$ cat src/rtl/pipe_pkg.sv
// Shared pipeline definitions: control bundle layout, field indices and constants
// used by the decode/execute boundary.
package pipe_pkg;

  localparam int CTRL_BITS       = 10;
  localparam int CTRL_BRANCH     = 0;
  localparam int CTRL_MEM_TO_REG = 1;
  localparam int CTRL_REG_WRITE  = 2;
  localparam int CTRL_MEM_WRITE  = 3;
  localparam int CTRL_MEM_READ   = 4;
  localparam int CTRL_ALU_SRC    = 5;
  localparam int CTRL_ALU_OP_LSB = 6;
  localparam int CTRL_ALU_OP_MSB = 9;

  typedef struct packed {
    logic [3:0] alu_op;
    logic       alu_src;
    logic       mem_read;
    logic       mem_write;
    logic       reg_write;
    logic       mem_to_reg;
    logic       branch;
  } ctrl_t;

  localparam int unsigned           ZERO_REG    = 0;
  localparam logic [CTRL_BITS-1:0] BUBBLE_CTRL = '0;

endpackage

$ cat src/rtl/id_ex_stage_hazard_detect.sv
// Load-use hazard detection between the EX-stage load and the ID instruction.
// Flush overrides the stall so a killed instruction never holds the front end.
module hazard_detect
  import pipe_pkg::*;
#(
  parameter int REG_AW = 5
) (
  input  logic              id_valid,
  input  logic [REG_AW-1:0] id_rn,
  input  logic [REG_AW-1:0] id_rm,
  input  logic              id_uses_rm,
  input  logic              ex_valid,
  input  logic              ex_mem_read,
  input  logic [REG_AW-1:0] ex_rd,
  input  logic              flush,
  output logic              haz,
  output logic              stall_id
);

  localparam logic [REG_AW-1:0] ZR = REG_AW'(ZERO_REG);

  logic src_match;

  always_comb begin
    src_match = (ex_rd == id_rn) || (id_uses_rm && (ex_rd == id_rm));
    haz       = id_valid && ex_valid && ex_mem_read && (ex_rd != ZR) && src_match;
    stall_id  = haz && !flush;
  end

endmodule

$ cat src/rtl/id_ex_stage.sv
// ID/EX pipeline register with same-cycle write-back bypass, load-use stall
// bubble insertion, branch flush and saturating stall/flush counters.
module id_ex_stage
  import pipe_pkg::*;
#(
  parameter int DATA_W = 64,
  parameter int REG_AW = 5,
  parameter int CTRL_W = 10,
  parameter int CNT_W  = 16
) (
  input  logic              CLK,
  input  logic              RST_N,
  input  logic              ID_VALID,
  input  logic [DATA_W-1:0] ID_PC,
  input  logic [REG_AW-1:0] ID_RN,
  input  logic [REG_AW-1:0] ID_RM,
  input  logic              ID_USES_RM,
  input  logic [REG_AW-1:0] ID_RD,
  input  logic [DATA_W-1:0] ID_IMM,
  input  logic [CTRL_W-1:0] ID_CTRL,
  input  logic [DATA_W-1:0] RF_DATA_A,
  input  logic [DATA_W-1:0] RF_DATA_B,
  input  logic              WB_REG_WRITE,
  input  logic [REG_AW-1:0] WB_WRITE_REG,
  input  logic [DATA_W-1:0] WB_WRITE_DATA,
  input  logic              FLUSH,
  output logic              STALL_ID,
  output logic              EX_VALID,
  output logic [DATA_W-1:0] EX_PC,
  output logic [DATA_W-1:0] EX_DATA_A,
  output logic [DATA_W-1:0] EX_DATA_B,
  output logic [DATA_W-1:0] EX_IMM,
  output logic [REG_AW-1:0] EX_RN,
  output logic [REG_AW-1:0] EX_RM,
  output logic [REG_AW-1:0] EX_RD,
  output logic [CTRL_W-1:0] EX_CTRL,
  output logic [CNT_W-1:0]  STALL_CNT,
  output logic [CNT_W-1:0]  FLUSH_CNT
);

  localparam logic [REG_AW-1:0] ZR = REG_AW'(ZERO_REG);

  logic              haz;
  logic [DATA_W-1:0] op_a;
  logic [DATA_W-1:0] op_b;

  hazard_detect #(
    .REG_AW(REG_AW)
  ) u_hazard (
    .id_valid   (ID_VALID),
    .id_rn      (ID_RN),
    .id_rm      (ID_RM),
    .id_uses_rm (ID_USES_RM),
    .ex_valid   (EX_VALID),
    .ex_mem_read(EX_CTRL[CTRL_MEM_READ]),
    .ex_rd      (EX_RD),
    .flush      (FLUSH),
    .haz        (haz),
    .stall_id   (STALL_ID)
  );

  // The register file writes on the same edge we capture, so its read port
  // still shows the old value; take the write-back data directly instead.
  always_comb begin
    op_a = RF_DATA_A;
    op_b = RF_DATA_B;
    if (WB_REG_WRITE && (WB_WRITE_REG == ID_RN)) op_a = WB_WRITE_DATA;
    if (WB_REG_WRITE && (WB_WRITE_REG == ID_RM)) op_b = WB_WRITE_DATA;
    if (ID_RN == ZR) op_a = '0;
    if (ID_RM == ZR) op_b = '0;
  end

  always_ff @(posedge CLK) begin
    if (!RST_N) begin
      EX_VALID  <= 1'b0;
      EX_PC     <= '0;
      EX_DATA_A <= '0;
      EX_DATA_B <= '0;
      EX_IMM    <= '0;
      EX_RN     <= '0;
      EX_RM     <= '0;
      EX_RD     <= '0;
      EX_CTRL   <= CTRL_W'(BUBBLE_CTRL);
    end else if (FLUSH || haz) begin
      EX_VALID  <= 1'b0;
      EX_PC     <= '0;
      EX_DATA_A <= '0;
      EX_DATA_B <= '0;
      EX_IMM    <= '0;
      EX_RN     <= '0;
      EX_RM     <= '0;
      EX_RD     <= '0;
      EX_CTRL   <= CTRL_W'(BUBBLE_CTRL);
    end else begin
      EX_VALID  <= ID_VALID;
      EX_PC     <= ID_PC;
      EX_DATA_A <= op_a;
      EX_DATA_B <= op_b;
      EX_IMM    <= ID_IMM;
      EX_RN     <= ID_RN;
      EX_RM     <= ID_RM;
      EX_RD     <= ID_RD;
      EX_CTRL   <= ID_VALID ? ID_CTRL : CTRL_W'(BUBBLE_CTRL);
    end
  end

  always_ff @(posedge CLK) begin
    if (!RST_N) begin
      STALL_CNT <= '0;
      FLUSH_CNT <= '0;
    end else if (FLUSH) begin
      if (ID_VALID && (FLUSH_CNT != '1)) FLUSH_CNT <= FLUSH_CNT + CNT_W'(1);
    end else if (haz) begin
      if (STALL_CNT != '1) STALL_CNT <= STALL_CNT + CNT_W'(1);
    end
  end

endmodule

$ cat config.mk
export PLATFORM = sky130hd
export DESIGN_NAME = id_ex_stage
export DESIGN_NICKNAME = d
export VERILOG_FILES = /design/src/rtl/pipe_pkg.sv /design/src/rtl/id_ex_stage_hazard_detect.sv /design/src/rtl/id_ex_stage.sv
export SDC_FILE = /design/constraint.sdc
export NUM_CORES = 1
export LEC_CHECK = 0
export CORE_AREA = 2 2 264 266
export CTS_CLUSTER_DIAMETER = 80
export DETAILED_ROUTE_END_ITERATION = 16
export DIE_AREA = 0 0 266 268
export SYNTH_ARGS = -nofsm -noshare
export SYNTH_HDL_FRONTEND = slang
export SYNTH_SLANG_ARGS = --single-unit
$ cat constraint.sdc
create_clock -name CLK -period 1.9 [get_ports CLK]
set_input_delay 0.38 -clock CLK [delete_from_list [all_inputs] [get_ports CLK]]
set_output_delay 0.38 -clock CLK [all_outputs]
set_load 0.02 [all_outputs]
Word level (Yosys, flattened, before mapping):

Cells that the tools add are included.

* register bits: 314
* bits of input ports: 356

* mux-type cells: 2
* bitwise operators: 3
* reductions and logical operators: 21
* add/sub/neg operators: 2
* equality and inequality tests: 6

Operator list (number)
* $mux W64: 2
* $add A16 B1 Y16 const B: 2
* $ne A16 B16 Y1 const B: 2
* $eq A5 B5 Y1: 4
* $logic_not A5 Y1: 2
* $logic_and A1 B1 Y1: 9
* $reduce_or A3 Y1: 3
* $reduce_bool A5 Y1: 1
* $not A1 Y1: 3
* $reduce_and A3 Y1: 1
* $logic_or A1 B1 Y1: 2
* $reduce_and A2 Y1: 1
* $reduce_or A2 Y1: 1
* $logic_not A1 Y1: 1

Depth between registers and ports, before layout:

* depth after elaboration: 6
* mapped depth: 8
* mapped depth without buffers: 7

Cells and area by module:

Synthesis repeated with hierarchy kept, for this count alone.

* cell total of the unflattened synthesis: 1148
* area total of the unflattened synthesis: 10975.5 µm²

By module, submodules not included
* id_ex_stage: sequential area each 6286.0 µm², area an instance 10824.1 µm², instances 1, cells each 1129
* hazard_detect: sequential area each 0.0 µm², area an instance 151.4 µm², instances 1, cells each 19

Least setup slack after synthesis:

Ideal clock, no wire load.

* path kind: reg-to-reg
* start: reg STALL_CNT[0]
* end: reg STALL_CNT[13]
* stages on the path, launching flop included: 9
* clock period less this slack: 1947 ps
* library setup time: 71 ps
* arrival time: 1877 ps
* setup slack: -47 ps
* data required time: 1829 ps
* cell sequence: dfxtp_1 -> ha_1 -> and2_1 -> nand4_1 -> o211a_1 -> nand2_2 -> buf_2 -> or3_1 -> a21oi_1

* cells in the longest elaborated chain, start to end: 2

Ends and longest elaborated chain
* from (decl): line id_ex_stage.sv:37 `output logic [CNT_W-1:0] STALL_CNT,`
* from (signal assigned): line id_ex_stage.sv:114 `if (STALL_CNT != '1) STALL_CNT <= STALL_CNT + CNT_W'(1);`
* branches (longest 2 deep; another with $add A16 B1 Y16)

Several ways; the timed one is not identified.
A chain may end at the register's enable or synchronous reset.

Worst setup path after layout:

* start: in ID_RM[4]
* end: reg EX_PC[61]

* cells in the longest elaborated chain, start to end: 6

Ends and longest elaborated chain
* from (decl): line id_ex_stage.sv:16 `input logic [REG_AW-1:0] ID_RM,`
* $eq A5 B5 Y1: line id_ex_stage_hazard_detect.sv:25 `src_match = (ex_rd == id_rn) || (id_uses_rm && (ex_rd == id_rm));`
* $logic_and A1 B1 Y1: line id_ex_stage_hazard_detect.sv:25
* $logic_or A1 B1 Y1: line id_ex_stage_hazard_detect.sv:25
* $logic_and A1 B1 Y1: line id_ex_stage_hazard_detect.sv:26 `haz = id_valid && ex_valid && ex_mem_read && (ex_rd != ZR) && src_match;`
* $logic_or A1 B1 Y1: line id_ex_stage.sv:84 `end else if (FLUSH || haz) begin`
* $reduce_or A2 Y1 (no line)
* to (signal assigned): line id_ex_stage.sv:76 `EX_PC <= '0;`
* to (signal assigned): line id_ex_stage.sv:86 `EX_PC <= '0;`
* to (signal assigned): line id_ex_stage.sv:96 `EX_PC <= ID_PC;`
* to (decl): line id_ex_stage.sv:29 `output logic [DATA_W-1:0] EX_PC,`

Every way passes these cells.

==> flow_metrics.env <==
export IMPL_status="finished, violations left"
export IMPL_violations="negative setup slack"
export IMPL_drc=0
export IMPL_grt_pass1_vias=11300
export IMPL_finalHoldViolCount=0
export IMPL_drtPass1Iterations=5
export IMPL_antenna_found_initial=5
export IMPL_crit_path_top_delay_cell="clkdlybuf4s50_1"
export IMPL_ant_nets=0
export IMPL_cp_data_arrival_time_ns=2.65
export IMPL_fillers=6879
export IMPL_area_growth_synth_to_final_pct=114
export IMPL_stdcell_area_sq_um=22200
export IMPL_tritoncts="yes"
export IMPL_endpoint_kind="flop"
export IMPL_synthCells=1100
export IMPL_clock_fmax_mhz=461
export IMPL_grt_start_max_net_pins=49
export IMPL_cts_buffers=39
export IMPL_avgSynthCellArea_sq_um=9.44
export IMPL_crit_required_ns=2.38
export IMPL_vias=10900
export IMPL_hpwl_um=38400
export IMPL_netlist_top_cells_area="dfxtp_1 61%, nand2_1 9.9%, and2_1 9.0%, a21oi_1 6.1%, xnor2_1 2.2%"
export IMPL_gp_congestion=0.875
export IMPL_start_util=0.152
export IMPL_overflow=0
export IMPL_layout_drive_gt1_share=0.207
export IMPL_crit_type="input port to flop"
export IMPL_crit_chain="clkdlybuf4s50_1 > xnor2_2 > nand4_1 > o22ai_4 > buf_4 > buf_6 > a211oi_4 > buf_12 > buf_16 > buf_12 > clkbuf_16 > and2_1"
export IMPL_cts_buffer_depth=3
export IMPL_cap_violations=0
export IMPL_p_total_mw=17.1
export IMPL_yosysWarnings=0
export IMPL_setup_violations=288
export IMPL_dpl_cell_area_sq_um=18800
export IMPL_min_period_over_period=1.14
export IMPL_register_area_sq_um=6310
export IMPL_die_w_um=266
export IMPL_h_tree_depth=2
export IMPL_tightest_slew_ns=0.630
export IMPL_synth_top_area_share=0.606
export IMPL_final_net_count=2246
export IMPL_max_stage_delay_ns=0.53
export IMPL_period_minus_slack_ns=2.17
export IMPL_vias_per_cell=3.89
export IMPL_insertedDiodeCount=0
export IMPL_drtIter0Drc=461
export IMPL_synth_nets=1458
export IMPL_worstSetupPathDepth=12
export IMPL_path_delay_family="buffers and inverters"
export IMPL_grt_usage=0.137
export IMPL_synthFlopType="dfxtp_1"
export IMPL_ys_async_sr_fraction=0
export IMPL_worst_skew_pair_late_latency_ns=0.55
export IMPL_die_area_sq_um=71300
export IMPL_r2r_worst_path_cells=11
export IMPL_synth_common_cells="314 x dfxtp_1, 273 x nand2_1, 150 x and2_1"
export IMPL_powerDensity_nw_per_um2=770
export IMPL_num_rows=96
export IMPL_slew_headroom=0.578
export IMPL_start_kind="input port"
export IMPL_place_ws_ns=-0.873
export IMPL_synth_seq_cells=314
export IMPL_synth_edff_count=0
export IMPL_syn_area_sq_um=10400
export IMPL_leakage_nw=11.0
export IMPL_yosysUniqueCellTypes=43
export IMPL_rsz0062_at_grt="yes"
export IMPL_grt_pass1_wl_um=72700
export IMPL_min_path_type="input port to flop"
export IMPL_multi_input_area_sq_um=4510
export IMPL_io_pins=671
export IMPL_clk_root_buffer_cell="clkbuf_16"
export IMPL_finalClockSkew_ns=0.0174
export IMPL_yosysTopAreaCell="dfxtp_1"
export IMPL_detail_route_wl_per_cell_um=19.8
export IMPL_numClockSinks=314
export IMPL_path_buf_inv=7
export IMPL_timing_final_ws_setup_ns=-0.268
export IMPL_yosysMostFrequentCell="dfxtp_1"
export IMPL_clkTransAtPathRegs_ns=0.05
export IMPL_yosysSeqAreaShare=0.606
export IMPL_cp_common_cell="buf_12"
export IMPL_vdd_drop_max_mv=0.526
export IMPL_core_sq_um=68200
export IMPL_die_h_um=268
export IMPL_wl_um=55500
export IMPL_port_buffers=670
export IMPL_hold_depth=2
export IMPL_cp_max_fo=8
export IMPL_final_max_slew_viol_count=0
-- cell families (layout without fill, tap and decap cells) --
kind of cell | after synthesis | count (layout) | synth area share
DFF | 314 | 314 | 0.606
xor gates and xnor gates | 39 | 39 | 0.0329
muxes | 1 | 1 | 0.000964
buffers and inverters | 69 | 883 | 0.0306
and+or+nand+nor | 519 | 519 | 0.241
AOI/OAI and AO/OA | 156 | 158 | 0.0861
adders and majority gates | 2 | 2 | 0.00241
-- where the power goes --
group          internal [mW]  leakage (nW)  switching (mW)
logic                   1.52          7.79            1.15
clock network           4.48         0.637            3.01
registers               6.83          2.58          0.0901
total                   12.8          11.0            4.25
-- layout by cell type (no fill, tap or decap), types with 4 or more instances in the layout --
| master | synthesis | final |
|---|---|---|
| dfxtp_4 | 0 | 4 |
| buf_8 | 0 | 7 |
| o21ai_4 | 1 | 4 |
| clkdlybuf4s50_1 | 0 | 475 |
| clkbuf_16 | 0 | 52 |
| xnor2_1 | 26 | 18 |
| a21oi_1 | 127 | 22 |
| nand3_1 | 13 | 11 |
| clkbuf_1 | 50 | 9 |
| nand2_1 | 273 | 270 |
| buf_6 | 6 | 15 |
| buf_12 | 0 | 30 |
| dfxtp_1 | 314 | 305 |
| xnor2_2 | 0 | 8 |
| and3_1 | 19 | 17 |
| xor2_1 | 13 | 13 |
| nor4_1 | 6 | 4 |
| a21oi_4 | 0 | 4 |
| a21oi_2 | 11 | 112 |
| clkbuf_8 | 0 | 8 |
| o21ai_0 | 5 | 5 |
| nand4_1 | 12 | 12 |
| dfxtp_2 | 0 | 5 |
| and2_4 | 0 | 30 |
| and2_1 | 150 | 119 |
| clkinv_2 | 0 | 4 |
| buf_4 | 2 | 69 |
| dlymetal6s2s_1 | 0 | 149 |
| dlygate4sd2_1 | 0 | 42 |
| buf_16 | 0 | 7 |
| inv_1 | 5 | 5 |
| nor2_1 | 25 | 24 |
-- layer usage --
layer	track usage	up-vias	wire (um)
met5	0	-	27
met4	0.0607	4	2390
met3	0.0438	121	4610
met2	0.245	519	27800
met1	0.146	5084	20600
li1	-	5144	-
-- repair_timing --
item                       CTS  global route
pin swaps                    6            15
resized for setup          144           292
setup endpoints to repair  443           443
setup buffers               16            13
hold buffers                 0             0
gates cloned                13            16
-- worst register-to-register path: cells and delay by family (launching register included) --
kind,cells,cell delay (ns)
and+or+nand+nor,2,0.27
xor gates and xnor gates,1,0.14
buffers and inverters,6,0.92
DFF,1,0.38
AOI/OAI and AO/OA,2,0.34
-- worst paths after layout --
check | from | slack (ns) | to
setup reg to reg | EX_RD[2]$_SDFF_PP0_ | -0.21 | EX_PC[61]$_SDFF_PP0_
setup / recovery | ID_RM[4] | -0.27 | EX_PC[61]$_SDFF_PP0_
hold reg to reg | STALL_CNT[4]$_SDFFE_PN0P_ | 0.48 | STALL_CNT[4]$_SDFFE_PN0P_
hold / removal | ID_RN[3] | 0.24 | EX_RN[3]$_SDFF_PP0_
-- registers in the layout (all words and copies together), names as in the netlist --
signal	count
EX_DATA_A	64
EX_DATA_B	64
EX_IMM	64
EX_PC	64
FLUSH_CNT	16
STALL_CNT	16
EX_CTRL	10
EX_RD	5
EX_RM	5
EX_RN	5
EX_VALID	1
-- cell type report --
type                       count  area share
clock buffer                  57      0.0516
clock inverter                12     0.00655
inverter                       6     0.00102
multi-input combinational    719       0.204
sequential                   314       0.284
tap                          882      0.0498
timing repair buffer         808       0.403
-- per-stage QoR --
stage	instances	utilization	TNS (ns)	hold WS (ns)
3_5_place_dp	2679	0.275	-184.31	0.493
3_3_place_gp	2679	0.275	-188.25	0.481
2_1_floorplan	1100	-	0	0.502
5_1_grt	2798	0.325	-57.42	0.248
4_1_cts	2777	0.307	-43.76	0.312
6_report	2798	0.325	-48.68	0.241
No activity file was read; power rests on OpenSTA's default activity.
